<file path="config.mk">
export PLATFORM = sky130hd
export DESIGN_NAME = div_arbiter_flat
export DESIGN_NICKNAME = d
export VERILOG_FILES = /design/src/rtl/div_arbiter_if.sv /design/src/rtl/div_arbiter.sv /design/src/flat_wrapper.sv
export SDC_FILE = /design/constraint.sdc
export NUM_CORES = 1
export LEC_CHECK = 0
export CAP_MARGIN = 20
export CELL_PAD_IN_SITES_DETAIL_PLACEMENT = 1
export CELL_PAD_IN_SITES_GLOBAL_PLACEMENT = 1
export CORE_MARGIN = 5
export CORE_UTILIZATION = 30
export DETAILED_ROUTE_END_ITERATION = 10
export PLACE_DENSITY = 0.95
export REMOVE_ABC_BUFFERS = 1
export SYNTH_ARGS = -nofsm -noshare
export SYNTH_HDL_FRONTEND = slang
export SYNTH_SLANG_ARGS = --single-unit
</file>
<file path="constraint.sdc">
create_clock -name clock -period 8.5 [get_ports clock]
set_clock_uncertainty 0.2 [all_clocks]
set_input_delay 2.55 -clock clock [delete_from_list [all_inputs] [get_ports clock]]
set_output_delay 2.55 -clock clock [all_outputs]
set_load 0.02 [all_outputs]
</file>
<file path="src/rtl/div_arbiter_if.sv">
// Request/response/divider bundle for div_arbiter.
// Latency: none (wiring only).
// Backpressure: req_ready/rsp_ready valid-ready pairs. The divider side has no backpressure.
// Ports: req_* are per-requester operands packed at [i*W +: W].
//        rsp_* is the shared response channel.
//        div_* is the link to the sequential divider.
interface div_arbiter_if #(
  parameter int W    = 8,
  parameter int N    = 4,
  parameter int ID_W = 2
);
  logic [N-1:0]    req_valid;
  logic [N*W-1:0]  req_x;
  logic [N*W-1:0]  req_y;
  logic [N-1:0]    req_ready;
  logic            rsp_valid;
  logic            rsp_ready;
  logic [ID_W-1:0] rsp_id;
  logic [W-1:0]    rsp_q;
  logic [W-1:0]    rsp_r;
  logic            rsp_error;
  logic            div_reset;
  logic [W-1:0]    div_x;
  logic [W-1:0]    div_y;
  logic [W-1:0]    div_q;
  logic [W-1:0]    div_r;
  logic            div_done;
  logic            div_error;

  // Environment side: the requesters, the response consumer and the divider.
  modport master (
    output req_valid, req_x, req_y, rsp_ready, div_q, div_r, div_done, div_error,
    input  req_ready, rsp_valid, rsp_id, rsp_q, rsp_r, rsp_error, div_reset, div_x, div_y
  );

  // Arbiter side.
  modport slave (
    input  req_valid, req_x, req_y, rsp_ready, div_q, div_r, div_done, div_error,
    output req_ready, rsp_valid, rsp_id, rsp_q, rsp_r, rsp_error, div_reset, div_x, div_y
  );
endinterface

</file>
<file path="src/rtl/div_arbiter.sv">
// Round-robin scheduler sharing one sequential restoring divider among N requesters.
// Latency: accept->rsp_valid is W+2 cycles, or 3 cycles for y==0.
//          With DIV_ZERO_BYPASS_EN defined, y==0 enters RESP on the accept edge.
// Backpressure: a single operation is in flight; req_ready is only raised in IDLE.
//               RESP holds until rsp_ready.
// Ports: clock, reset_n (async active-low) and bus (div_arbiter_if.slave).
// Optional macro: DIV_ZERO_BYPASS_EN (divide-by-zero answered without the divider).
module div_arbiter #(
  parameter int W    = 8,
  parameter int N    = 4,
  parameter int ID_W = 2
) (
  input logic          clock,
  input logic          reset_n,
  div_arbiter_if.slave bus
);

  typedef enum logic [1:0] {
    IDLE  = 2'd0,
    ISSUE = 2'd1,
    RUN   = 2'd2,
    RESP  = 2'd3
  } state_t;

  state_t          state_q, state_d;
  logic [ID_W-1:0] ptr_q, ptr_d;
  logic [ID_W-1:0] id_q, id_d;
  logic [W-1:0]    x_q, x_d;
  logic [W-1:0]    y_q, y_d;
  logic [W-1:0]    quo_q, quo_d;
  logic [W-1:0]    rem_q, rem_d;
  logic            err_q, err_d;
  logic            rsp_valid_q, rsp_valid_d;
  logic            div_reset_q, div_reset_d;

  logic [ID_W-1:0] grant_id;
  logic            grant_vld;
  logic [N-1:0]    grant;
  logic [W-1:0]    sel_x;
  logic [W-1:0]    sel_y;

  // Round-robin search starts one past the last accepted port.
  // The last offset (N) wraps back to the pointer itself.
  always_comb begin
    logic [ID_W-1:0] idx;
    idx       = '0;
    grant_id  = '0;
    grant_vld = 1'b0;
    for (int off = 1; off <= N; off++) begin
      idx = ID_W'((int'(ptr_q) + off) % N);
      if (!grant_vld && bus.req_valid[idx]) begin
        grant_vld = 1'b1;
        grant_id  = idx;
      end
    end
    grant = grant_vld ? (N'(1) << grant_id) : '0;
  end

  always_comb begin
    sel_x = '0;
    sel_y = '0;
    for (int i = 0; i < N; i++) begin
      if (grant_id == ID_W'(i)) begin
        sel_x = bus.req_x[i*W +: W];
        sel_y = bus.req_y[i*W +: W];
      end
    end
  end

  always_comb begin
    state_d     = state_q;
    ptr_d       = ptr_q;
    id_d        = id_q;
    x_d         = x_q;
    y_d         = y_q;
    quo_d       = quo_q;
    rem_d       = rem_q;
    err_d       = err_q;
    rsp_valid_d = rsp_valid_q;
    div_reset_d = 1'b0;
    case (state_q)
      IDLE: begin
        if (grant_vld) begin
          x_d   = sel_x;
          y_d   = sel_y;
          id_d  = grant_id;
          ptr_d = grant_id;
`ifdef DIV_ZERO_BYPASS_EN
          if (sel_y == '0) begin
            quo_d       = '1;
            rem_d       = sel_x;
            err_d       = 1'b1;
            rsp_valid_d = 1'b1;
            state_d     = RESP;
          end else begin
            div_reset_d = 1'b1;
            state_d     = ISSUE;
          end
`else
          div_reset_d = 1'b1;
          state_d     = ISSUE;
`endif
        end
      end
      // The divider is being restarted here.
      // Its done flag still belongs to the previous operation, so it is not looked at.
      ISSUE: state_d = RUN;
      RUN: begin
        if (bus.div_done) begin
          quo_d       = bus.div_q;
          rem_d       = bus.div_r;
          err_d       = bus.div_error;
          rsp_valid_d = 1'b1;
          state_d     = RESP;
        end
      end
      RESP: begin
        if (bus.rsp_ready) begin
          rsp_valid_d = 1'b0;
          state_d     = IDLE;
        end
      end
      default: state_d = IDLE;
    endcase
  end

  // div_reset resets high so the divider is held in restart while reset_n is low.
  always_ff @(posedge clock or negedge reset_n) begin
    if (!reset_n) begin
      state_q     <= IDLE;
      ptr_q       <= ID_W'(N - 1);
      id_q        <= '0;
      x_q         <= '0;
      y_q         <= '0;
      quo_q       <= '0;
      rem_q       <= '0;
      err_q       <= 1'b0;
      rsp_valid_q <= 1'b0;
      div_reset_q <= 1'b1;
    end else begin
      state_q     <= state_d;
      ptr_q       <= ptr_d;
      id_q        <= id_d;
      x_q         <= x_d;
      y_q         <= y_d;
      quo_q       <= quo_d;
      rem_q       <= rem_d;
      err_q       <= err_d;
      rsp_valid_q <= rsp_valid_d;
      div_reset_q <= div_reset_d;
    end
  end

  // The grant is gated by reset_n so no port appears accepted while reset is asserted.
  assign bus.req_ready = (state_q == IDLE && reset_n) ? grant : '0;
  assign bus.rsp_valid = rsp_valid_q;
  assign bus.rsp_id    = id_q;
  assign bus.rsp_q     = quo_q;
  assign bus.rsp_r     = rem_q;
  assign bus.rsp_error = err_q;
  assign bus.div_reset = div_reset_q;
  assign bus.div_x     = x_q;
  assign bus.div_y     = y_q;

endmodule
</file>
<file path="src/flat_wrapper.sv">
// flat-port wrapper written by rule: the top's interface ports become plain ports
module div_arbiter_flat 
#(
  parameter int W    = 8,
  parameter int N    = 4,
  parameter int ID_W = 2
)
  (clock, reset_n, bus_req_valid, bus_req_x, bus_req_y, bus_rsp_ready, bus_div_q, bus_div_r, bus_div_done, bus_div_error, bus_req_ready, bus_rsp_valid, bus_rsp_id, bus_rsp_q, bus_rsp_r, bus_rsp_error, bus_div_reset, bus_div_x, bus_div_y);
  div_arbiter_if #(.W(W), .N(N), .ID_W(ID_W)) bus_i ();
  input logic clock;
  input logic reset_n;
  input wire logic [$bits(bus_i.req_valid)-1:0] bus_req_valid;
  input wire logic [$bits(bus_i.req_x)-1:0] bus_req_x;
  input wire logic [$bits(bus_i.req_y)-1:0] bus_req_y;
  input wire logic [$bits(bus_i.rsp_ready)-1:0] bus_rsp_ready;
  input wire logic [$bits(bus_i.div_q)-1:0] bus_div_q;
  input wire logic [$bits(bus_i.div_r)-1:0] bus_div_r;
  input wire logic [$bits(bus_i.div_done)-1:0] bus_div_done;
  input wire logic [$bits(bus_i.div_error)-1:0] bus_div_error;
  output wire logic [$bits(bus_i.req_ready)-1:0] bus_req_ready;
  output wire logic [$bits(bus_i.rsp_valid)-1:0] bus_rsp_valid;
  output wire logic [$bits(bus_i.rsp_id)-1:0] bus_rsp_id;
  output wire logic [$bits(bus_i.rsp_q)-1:0] bus_rsp_q;
  output wire logic [$bits(bus_i.rsp_r)-1:0] bus_rsp_r;
  output wire logic [$bits(bus_i.rsp_error)-1:0] bus_rsp_error;
  output wire logic [$bits(bus_i.div_reset)-1:0] bus_div_reset;
  output wire logic [$bits(bus_i.div_x)-1:0] bus_div_x;
  output wire logic [$bits(bus_i.div_y)-1:0] bus_div_y;
  assign bus_i.req_valid = bus_req_valid;
  assign bus_i.req_x = bus_req_x;
  assign bus_i.req_y = bus_req_y;
  assign bus_i.rsp_ready = bus_rsp_ready;
  assign bus_i.div_q = bus_div_q;
  assign bus_i.div_r = bus_div_r;
  assign bus_i.div_done = bus_div_done;
  assign bus_i.div_error = bus_div_error;
  assign bus_req_ready = bus_i.req_ready;
  assign bus_rsp_valid = bus_i.rsp_valid;
  assign bus_rsp_id = bus_i.rsp_id;
  assign bus_rsp_q = bus_i.rsp_q;
  assign bus_rsp_r = bus_i.rsp_r;
  assign bus_rsp_error = bus_i.rsp_error;
  assign bus_div_reset = bus_i.div_reset;
  assign bus_div_x = bus_i.div_x;
  assign bus_div_y = bus_i.div_y;
  div_arbiter #(.W(W), .N(N), .ID_W(ID_W)) u_core (.clock(clock), .reset_n(reset_n), .bus(bus_i));
endmodule
</file>
Word-level counts from Yosys, hierarchy flattened:

Cells that the tools add are included.

* bits of input ports: 89
* output and inout port bits: 41
* word-level logic and storage cells: 77
* register bits after elaboration: 41

* eq/ne operators: 9
* mux-type cells: 35
* shifts and indexed selects: 1
* $add $sub $neg: 4
* magnitude comparators: 4
* reduce and logical (&&, ||, !) cells: 14

Operator list (number)
* $mux W8: 8
* $mux W2: 7
* $lt A2 B3 Y1 const B: 4
* $mux W1: 12
* $bmux W1 S2: 4
* $eq A2 B2 Y1 const B: 4
* $mux W4: 2
* $pmux W2 S4: 1
* $reduce_and A3 Y1: 2
* $add A2 B1 Y2 const B: 2
* $add A2 B2 Y2 const B: 2
* $eq A2 B1 Y1 const B: 2
* $logic_and A1 B1 Y1: 4
* $logic_not A2 Y1: 2
* $ne A2 B2 Y1 const B: 2
* $reduce_and A2 Y1: 2
* $shl A1 B2 Y4 const A: 1
* $logic_not A1 Y1: 3
* $ne A2 B1 Y1 const B: 1
* $pmux W1 S2: 1
* $reduce_bool A2 Y1: 1

Depth between registers and ports, before layout:

Gate-level depths: netlist of the first run.

* depth after elaboration: 18
* mapped depth: 8
* mapped depth without buffers: 7

Worst setup path after synthesis of the first run:

Ideal clock, no wire load.

* path kind: input -> output
* start: in bus_req_valid[0]
* end: out bus_req_ready[1]
* path buffers: 1
* required time: 5.750 ns
* path slack: 1.781 ns
* cell stages on the path: 5
* data arrival time: 3.969 ns
* cell sequence: nand2b_1 -> o22ai_2 -> clkbuf_1 -> nor2_1 -> nor3_1

* cells in the longest elaborated chain, start to end: 15

RTL lines
* from (decl): RTL line flat_wrapper.sv:12 `input wire logic [$bits(bus_i.req_valid)-1:0] bus_req_valid;`
* $bmux W1 S2: RTL line div_arbiter.sv:51 `if (!grant_vld && bus.req_valid[idx]) begin`
* $mux W1 (not written as such): RTL line div_arbiter.sv:51
* $mux W1: RTL line div_arbiter.sv:51
* $logic_not A1 Y1: RTL line div_arbiter.sv:51
* $logic_and A1 B1 Y1: RTL line div_arbiter.sv:51
* $mux W1: RTL line div_arbiter.sv:51
* $logic_not A1 Y1: RTL line div_arbiter.sv:51
* $logic_and A1 B1 Y1: RTL line div_arbiter.sv:51
* $mux W1: RTL line div_arbiter.sv:51
* $logic_not A1 Y1: RTL line div_arbiter.sv:51
* $logic_and A1 B1 Y1: RTL line div_arbiter.sv:51
* $mux W2: RTL line div_arbiter.sv:51
* $shl A1 B2 Y4: RTL line div_arbiter.sv:56 `grant = grant_vld ? (N'(1) << grant_id) : '0;`
* $mux W4 (*): RTL line div_arbiter.sv:56
* $mux W4 (*): RTL line div_arbiter.sv:155 `assign bus.req_ready = (state_q == IDLE && reset_n) ? grant : '0;`
* to (decl): RTL line flat_wrapper.sv:20 `output wire logic [$bits(bus_i.req_ready)-1:0] bus_req_ready;`

Every way passes the cells marked *; elsewhere a longest branch is shown, timed or not. The select of a mux whose other input is x is not followed.

Worst setup path in the final report of the first run:

* start: in bus_req_valid[3]
* end: out bus_req_ready[1]

The elaborated chain is that of the path after synthesis.

==> results.toml, run 1 <==
[drt]
drt-vias-per-instance = 4.902
drc = 0
wire_per_inst_um = 17.92
first_iter_violations = 46
wl_um = 7670
drtAntennaViolNets = 0
dr_total_vias = 2098
dr.pass1.iters = 4

[worst_setup_path]
cp_slowest_cell = "clkdlybuf4s50_1"
worstPathRequired_ps = 5750
crit_path_frequent_cell = "clkdlybuf4s50_1"
critPathMaxFanout = 18
crit_chain = "clkdlybuf4s50_1 > a21bo_2 > a21oi_4 > nor2_1 > nor3_1 > clkdlybuf4s50_1"
critPathArrivalTime_ps = 4890
cp-start-kind = "primary input"
crit_path_end_kind = "primary output"
path_class = "primary input to primary output"
max_stage_delay_ps = 630

[floorplanning]
fp.dieArea_mm2 = 0.009419
core_area_mm2 = 0.007331
initial_core_util = 0.3101
rows = 31
die_w_um = 97.05
io_pins = 130
die_h_um = 97.05

[clock_network]
cts_buffers = 5
ctsLongestPathBuffers = 2
clk_pin_slew_ps = 80
clockRootBuffer = "clkbuf_8"
cts_tree = "yes"
cts.sinks = 41
cts-resized-gates = 0
htree_levels = 2
clk_latency_ps = 290
hold_buffers = 0
post-cts-setup-buffer-count = 0

[power]
irDropWorstVdd_mv = 0.1044
p_switching_w = 0.0005076
combPwrFrac = 0.601
p_int_w = 0.0007045
p_seq_frac = 0.297
p_clk_frac = 0.103
cellLeakagePower_nw = 1.455
power_density_mw_per_mm2 = 326.4
p_sw_frac = 0.4188

[synthesis]
ys.warnings.count = 0
synth_edf_count = 0
syn_area_mm2 = 0.002273
ys_seq_area_frac = 0.4529
ys_ff_latch = 41
synth_cell_types = 32
synth_area_per_cell_um2 = 11.42
netlist_instances = 199
synth_ff_type = "dfrtp_1"
async_reset_ff_frac = 1.000

[cells_and_area]
area_growth_pct = 63.35
multi_input_area_mm2 = 0.001139
fillers = 789
seq_area_mm2 = 0.001030
drive_gt1_frac = 0.1581
nets = 421
fin_area_mm2 = 0.003714
antenna_cells = 0

[global_route]
grt_max_degree = 42
grt_pass1_wl_um = 12370
overflow = 0
antenna_found_initial = 0
grt_usage = 0.1611
grt_pass1_vias = 2432

[flow_run]
drv_cap = 0

[placement]
io_buffers = 129
dpl.hpwl_um = 6114
gp_congestion = 0.8184
place_area_mm2 = 0.003631

[min_path]
hold_class = "flop to flop"

[timing]
fmax_mhz = 130.9
period_share = 0.8987
rsz0062_at_grt = "no"
finalSetupViolCount = 0
final.setup.tns_ps = 0
hold_viol = 0
relSlewSlack = 0.5232
period_needed_ps = 7639
max_slew.worst_pin.slew_ps = 713.4
drv_slew = 0

[run_status]
outcome = "completed"
state kept, by name (all words and copies together), names as in the netlist:
signal                flops
u_core.bus.rsp_id         2
u_core.bus.rsp_r          8
u_core.bus.div_reset      1
u_core.bus.div_x          8
u_core.bus.rsp_q          8
u_core.ptr_q              2
u_core.bus.rsp_valid      1
u_core.state_q            2
u_core.bus.div_y          8
u_core.bus.rsp_error      1
cells in the final DEF (no fill, tap or decap), types with 2 or more instances in the layout:
| master | instances |
|---|---|
| ha_1 | 4 |
| buf_4 | 4 |
| inv_1 | 5 |
| nor3_1 | 5 |
| nor3b_1 | 16 |
| a21oi_1 | 4 |
| dfrtp_1 | 38 |
| a211oi_1 | 20 |
| nand2b_1 | 3 |
| mux2_2 | 17 |
| a21o_1 | 2 |
| a211oi_2 | 12 |
| clkbuf_8 | 5 |
| clkdlybuf4s50_1 | 128 |
| nor2_1 | 20 |
| nand2_1 | 5 |
| dfstp_2 | 3 |
| o21ai_0 | 5 |
| mux2i_1 | 17 |
| clkinv_2 | 2 |
per-layer routing:
layer | global-route usage | wire (um) | vias up
met5 | 0 | 0 | -
met2 | 0.2787 | 3677 | 111
met3 | 0.07251 | 795 | 8
met4 | 0.03996 | 87 | 0
li1 | - | - | 991
met1 | 0.1805 | 3108 | 988
cell usage after synthesis (2+ instances only):
cell / count / area share
nor2_1: 20 / 0.033
a21o_1: 2 / 0.0066
buf_6: 3 / 0.015
ha_1: 4 / 0.022
mux2_2: 17 / 0.084
a21oi_1: 4 / 0.0088
inv_1: 5 / 0.0083
o21ai_0: 5 / 0.011
nor3b_1: 16 / 0.053
a211oi_2: 12 / 0.066
nand2_1: 5 / 0.0083
buf_2: 2 / 0.0044
dfrtp_1: 38 / 0.42
mux2i_1: 17 / 0.075
nor3_1: 5 / 0.011
clkbuf_1: 5 / 0.0083
a211oi_1: 20 / 0.066
dfstp_2: 3 / 0.035
nand2b_1: 3 / 0.0083
cells by family (layout without fill, tap and decap cells):
kind of cell / count (synthesis) / count (layout) / share of synthesized area
adders and majority gates: 4 / 4 / 0.02202
and+or+nand+nor: 54 / 54 / 0.1304
muxes: 34 / 34 / 0.1591
DFF: 41 / 41 / 0.4529
buffers and inverters: 17 / 147 / 0.04623
AOI/OAI and AO/OA: 49 / 49 / 0.1893
power by group through the flow:
stage | Sequential, W | Clock [W] | Combinational (W)
finish | 0.000360 | 0.000124 | 0.000728
global route | 0.000372 | 0.000137 | 0.000785
CTS | 0.000362 | 0.000129 | 0.000741
detailed placement | 0.000366 | 0 | 0.000738
global placement | 0.000355 | 0 | 0.000714
floorplan | 0.000464 | 0 | 0.000299
path summary, 6_finish.rpt:
kind,startpoint,to,slack [ps],cells past startpoint
min reg2reg,u_core.bus.rsp_id[1],u_core.bus.rsp_id[1],290,1
max reg2reg,u_core.ptr_q[1],u_core.bus.div_x[3],5870,7
max,bus_req_valid[3],bus_req_ready[1],860,6
min in group asynchronous,reset_n,u_core.bus.div_x[5],2190,2
min,u_core.bus.rsp_id[1],u_core.bus.rsp_id[1],290,1
max in group asynchronous,reset_n,u_core.ptr_q[0],5550,2
stage by stage:
stage,utilization,hold WS [ps],cells,total power [W],setup WS [ps]
after detailed placement,0.4953,280.1,420,0.001104,876.9
after global placement,0.4953,278.6,420,0.001069,937.2
after floorplan,-,296.8,188,0.0007632,1316
after CTS,0.5066,299.2,428,0.001232,874.5
after global routing,0.5066,327.0,428,0.001293,760.7
final,0.5066,289.7,428,0.001212,861.1
area by class of cell:
| type | instances | share of cell area |
|---|---|---|
| Clock buffer | 6 | 0.01954 |
| Sequential cell | 41 | 0.2773 |
| Timing Repair Buffer | 133 | 0.3544 |
| Inverter | 6 | 0.006065 |
| Clock inverter | 2 | 0.002695 |
| Tap cell | 99 | 0.03336 |
| Multi-Input combinational cell | 141 | 0.3066 |
critical path, delay by kind of cell:
| family | cells | cell delay [ps] |
|---|---|---|
| AO/OA/AOI/OAI | 2 | 730 |
| AND/OR/NAND/NOR | 2 | 430 |
| buffers and inverters | 2 | 1170 |
No activity file was read; power rests on OpenSTA's default activity.
==> inputs of run 2 (changes only) <==
--- a/config.mk
+++ b/config.mk
@@ -5,14 +5,15 @@
 export SDC_FILE = /design/constraint.sdc
 export NUM_CORES = 1
 export LEC_CHECK = 0
+export ABC_CLOCK_PERIOD_IN_PS = 8500
 export CAP_MARGIN = 20
 export CELL_PAD_IN_SITES_DETAIL_PLACEMENT = 1
 export CELL_PAD_IN_SITES_GLOBAL_PLACEMENT = 1
 export CORE_MARGIN = 5
 export CORE_UTILIZATION = 30
 export DETAILED_ROUTE_END_ITERATION = 10
+export GPL_ROUTABILITY_DRIVEN = 0
 export PLACE_DENSITY = 0.95
-export REMOVE_ABC_BUFFERS = 1
 export SYNTH_ARGS = -nofsm -noshare
 export SYNTH_HDL_FRONTEND = slang
 export SYNTH_SLANG_ARGS = --single-unit
==> run 2 against run 1 <==
Effect of this change: sequential share of layout area is 0.065 points lower; fmax is 0.16% higher; register-to-register slack improved by 180 ps; sequential power is essentially flat; final cell count unchanged; flip-flop and latch count is the same; wire length is 2.2% higher; setup slack gained 12 ps; die area unchanged; non-clock buffer count is the same; count of clock-buffer cells in the layout fell by 1; combinational power is 0.5% lower; critical path type unchanged.
==> results.toml, run 2 (same netlist as run 1, synthesis figures left out) <==
[drt]
first_iter_violations = 60
dr_total_vias = 2094
drtAntennaViolNets = 0
drt-vias-per-instance = 4.893
dr.pass1.iters = 4
wire_per_inst_um = 18.32
wl_um = 7842
drc = 0

[timing]
timing.hold.ws_ps = 314.5
setup_ws_ps = 873.4
period_share = 0.8972
max_slew.worst_pin.slew_ps = 722.2
drv_slew = 0
relSlewSlack = 0.5173
finalSetupViolCount = 0
period_needed_ps = 7627
fmax_mhz = 131.1
rsz0062_at_grt = "no"
hold_viol = 0
final.setup.tns_ps = 0

[flow_run]
drv_cap = 0

[cells_and_area]
antenna_cells = 0
final_cell_mix = "clkdlybuf4s50_1, dfrtp_1, nor2_1, a211oi_1"
drive_gt1_frac = 0.1581
fin_area_mm2 = 0.003722
nets = 421
fillers = 802
final_cells = 428
area_growth_pct = 63.73
final_common_cell = "clkdlybuf4s50_1"

[worst_setup_path]
path_class = "primary input to primary output"
max_stage_delay_ps = 640
crit_path_end_kind = "primary output"
cp_slowest_cell = "clkdlybuf4s50_1"
crit_chain = "clkdlybuf4s50_1 > a21bo_2 > a21oi_4 > nor2_1 > nor3_1 > clkdlybuf4s50_1"
crit_path_frequent_cell = "clkdlybuf4s50_1"
critPathTopFamily = "buffers and inverters"
worstPathRequired_ps = 5750
timing.critical_path.buf_inv = 2
critPathMaxFanout = 18
cp-start-kind = "primary input"
critPathArrivalTime_ps = 4880

[global_route]
grt_usage = 0.1679
grt_max_degree = 43
grt_pass1_wl_um = 12770
antenna_found_initial = 0
grt_pass1_vias = 2453
overflow = 0

[placement]
pre_cts_ws_ps = 873.5
place_area_mm2 = 0.003631
io_buffers = 129
dpl.hpwl_um = 6177
place_inst = 420

[synthesis]
synth_nets = 292

[power]
cellLeakagePower_nw = 1.457
irDropWorstVdd_mv = 0.1587
power_density_mw_per_mm2 = 325.5

[clock_network]
cts_buffers = 5
hold_buffers = 0
cts_tree = "yes"
htree_levels = 2
ctsLongestPathBuffers = 2
clk_pin_slew_ps = 80
clockRootBuffer = "clkbuf_8"
cts-resized-gates = 0
cts.sinks = 41
clk_latency_ps = 290
post-cts-setup-buffer-count = 0

[floorplanning]
io_pins = 130
initial_core_util = 0.3101
die_w_um = 97.05
core_area_mm2 = 0.007331
fp.dieArea_mm2 = 0.009419
die_h_um = 97.05
rows = 31

[min_path]
hold_class = "flop to flop"

[run_status]
outcome = "completed"
## run 2: where the power goes
part,internal [W],leakage (nW),switching (W),total [W]
registers,0.000301,0.468,0.0000566,0.000358
logic,0.000346,0.941,0.000378,0.000724
clock network,0.0000583,0.0481,0.0000712,0.000130
total,0.000705,1.46,0.000506,0.00121
## run 2: area by class of cell
cell class	count	area [um^2]	area share
multi-input combinational	141	1139	0.3059
clock buffer	5	68.82	0.01849
inverter	6	22.52	0.006050
sequential	41	1030	0.2766
clock inverter	3	22.52	0.006050
timing repair buffer	133	1316	0.3536
tap	99	123.9	0.03328
## run 2: worst paths after layout
| kind | cells past startpoint | to | from | slack [ps] |
|---|---|---|---|---|
| setup / recovery | 6 | bus_req_ready[3] | bus_req_valid[3] | 870 |
| hold / removal | 1 | u_core.bus.rsp_r[6] | u_core.bus.rsp_r[6] | 310 |
| setup reg to reg | 7 | u_core.bus.div_x[5] | u_core.ptr_q[1] | 6050 |
| hold reg to reg | 1 | u_core.bus.rsp_r[6] | u_core.bus.rsp_r[6] | 310 |
| max in group asynchronous | 2 | u_core.ptr_q[0] | reset_n | 5580 |
| min in group asynchronous | 2 | u_core.state_q[0] | reset_n | 2130 |
## run 2: layer usage
layer	wire length [um]	GRT usage	vias to the layer above
met5	0	0	-
met4	172	0.05724	0
met3	347	0.04379	12
met2	4157	0.3057	77
met1	3163	0.1885	1013
li1	-	-	992
## run 2: per-stage QoR
step / power (W) / utilization
finish: 0.001211 / 0.5078
global route: 0.001296 / 0.5078
CTS: 0.001235 / 0.5078
detailed placement: 0.001099 / 0.4953
global placement: 0.001065 / 0.4953
floorplan: 0.0007903 / -
## run 2: worst reg2reg max path: cells and delay by family, from the launching register on
| kind | cells | cell delay (ps) |
|---|---|---|
| mux | 1 | 230 |
| buf+inv | 2 | 490 |
| compound gates | 3 | 560 |
| simple gates | 1 | 260 |
| flops | 1 | 590 |
==> inputs of run 3 (changes only) <==
--- a/config.mk
+++ b/config.mk
@@ -13,6 +13,7 @@
 export CORE_UTILIZATION = 30
 export DETAILED_ROUTE_END_ITERATION = 10
 export GPL_ROUTABILITY_DRIVEN = 0
+export MAX_ROUTING_LAYER = met4
 export PLACE_DENSITY = 0.95
 export SYNTH_ARGS = -nofsm -noshare
 export SYNTH_HDL_FRONTEND = slang
==> run 3 against run 2 <==
Effect of this change: final cell count unchanged; wire length down 0.48%; largest cell class unchanged; final area unchanged; highest routed layer unchanged; combinational power about the same; via count about the same; sequential share of layout area unchanged; sequential power about the same; flip-flop and latch count unchanged; largest power group unchanged; power about the same; utilization unchanged; setup slack better by 2.3 ps.
==> results.toml, run 3 (same netlist as run 1, synthesis figures left out) <==
[flow_run]
drv_cap = 0

[clock_network]
clk_pin_slew_ps = 80
cts_buffers = 5
clk_latency_ps = 290
post-cts-setup-buffer-count = 0
cts.sinks = 41
ctsLongestPathBuffers = 2
htree_levels = 2
clockRootBuffer = "clkbuf_8"
hold_buffers = 0
cts_tree = "yes"
cts-resized-gates = 0

[placement]
io_buffers = 129
pre_cts_ws_ps = 873.5
dpl.hpwl_um = 6177
place_area_mm2 = 0.003631

[drt]
drc = 0
dr.pass1.iters = 4
first_iter_violations = 49
drt-vias-per-instance = 4.895
drtAntennaViolNets = 0
wire_per_inst_um = 18.23
wl_um = 7804
dr_total_vias = 2095

[power]
p_switching_w = 0.0005058
irDropWorstVdd_mv = 0.1590
total_power_w = 0.001211
p_int_w = 0.0007052
p_clk_frac = 0.107
p_seq_frac = 0.295
combPwrFrac = 0.598
p_sw_frac = 0.4177
cellLeakagePower_nw = 1.457
power_density_mw_per_mm2 = 325.3

[timing]
hold_viol = 0
max_slew.worst_pin.slew_ps = 720.3
setup_ws_ps = 875.8
finalSetupViolCount = 0
final.setup.tns_ps = 0
drv_slew = 0
period_share = 0.8970
relSlewSlack = 0.5186
period_needed_ps = 7624
rsz0062_at_grt = "no"
fmax_mhz = 131.2

[worst_setup_path]
worstPathRequired_ps = 5750
crit_path_end_kind = "primary output"
path_class = "primary input to primary output"
cp-start-kind = "primary input"
critPathArrivalTime_ps = 4870
critPathMaxFanout = 18

[cells_and_area]
antenna_cells = 0
seq_area_mm2 = 0.001030
nets = 421
fillers = 802
area_growth_pct = 63.73
final_common_cell = "clkdlybuf4s50_1"
multi_input_area_mm2 = 0.001139
drive_gt1_frac = 0.1581
final_cell_mix = "clkdlybuf4s50_1, dfrtp_1, nor2_1, a211oi_1"
fin_area_mm2 = 0.003722

[floorplanning]
die_h_um = 97.05
core_area_mm2 = 0.007331
io_pins = 130
rows = 31
die_w_um = 97.05
fp.dieArea_mm2 = 0.009419
initial_core_util = 0.3101

[synthesis]
synth_nets = 292

[global_route]
overflow = 0
grt_pass1_vias = 2452
grt_max_degree = 43
grt_usage = 0.1725
antenna_found_initial = 0
grt_pass1_wl_um = 12770

[run_status]
outcome = "completed"

[min_path]
hold_class = "flop to flop"
## run 3: cell counts in the layout (fill, tap and decap cells not counted)
Identical to the previous run, type by type.
## run 3: path summary, 6_finish.rpt
path                                      from  cells past startpoint  slack (ps)                   to
setup / recovery              bus_req_valid[3]                      6         880     bus_req_ready[3]
hold / removal             u_core.bus.rsp_r[6]                      1         310  u_core.bus.rsp_r[6]
setup reg to reg               u_core.ptr_q[1]                      7        6050  u_core.bus.div_x[5]
hold reg to reg            u_core.bus.rsp_r[6]                      1         310  u_core.bus.rsp_r[6]
max in group asynchronous              reset_n                      2        5590      u_core.ptr_q[0]
min in group asynchronous              reset_n                      2        2120    u_core.state_q[0]
## run 3: worst max-delay path, cell delays in order
cell and delay (ps):
clkdlybuf4s50_1 540, a21bo_2 260, a21oi_4 420, nor2_1 200
nor3_1 240, clkdlybuf4s50_1 640
## run 3: routing by layer
layer,vias up,global-route usage,share of wire
met5,-,-,0
met4,0,0.05724,0.022
met1,1017,0.1908,0.40
met2,77,0.3057,0.53
met3,12,0.03948,0.041
li1,989,-,-
## run 3: layout make-up
type / count / share of cell area
flip-flops and latches: 41 / 0.2766
repair buffers: 133 / 0.3536
clock inverters: 3 / 0.006050
clock buffers: 5 / 0.01849
inverters: 6 / 0.006050
well taps: 99 / 0.03328
multi-input cells: 141 / 0.3059
## run 3: power groups by stage
stage / clock network [W] / registers (W) / logic (W)
after global placement: 0 / 0.000356 / 0.000709
final: 0.000129 / 0.000358 / 0.000724
after detailed placement: 0 / 0.000364 / 0.000735
after CTS: 0.000137 / 0.000361 / 0.000737
after floorplan: 0 / 0.000464 / 0.000326
after global routing: 0.000145 / 0.000372 / 0.000779
## run 3: stage by stage
stage / hold WS [ps] / utilization / instances
5_1_grt: 333.0 / 0.5078 / 428
3_3_place_gp: 286.9 / 0.4953 / 420
4_1_cts: 317.9 / 0.5078 / 428
2_1_floorplan: 296.8 / - / 199
3_5_place_dp: 284.6 / 0.4953 / 420
6_report: 314.3 / 0.5078 / 428
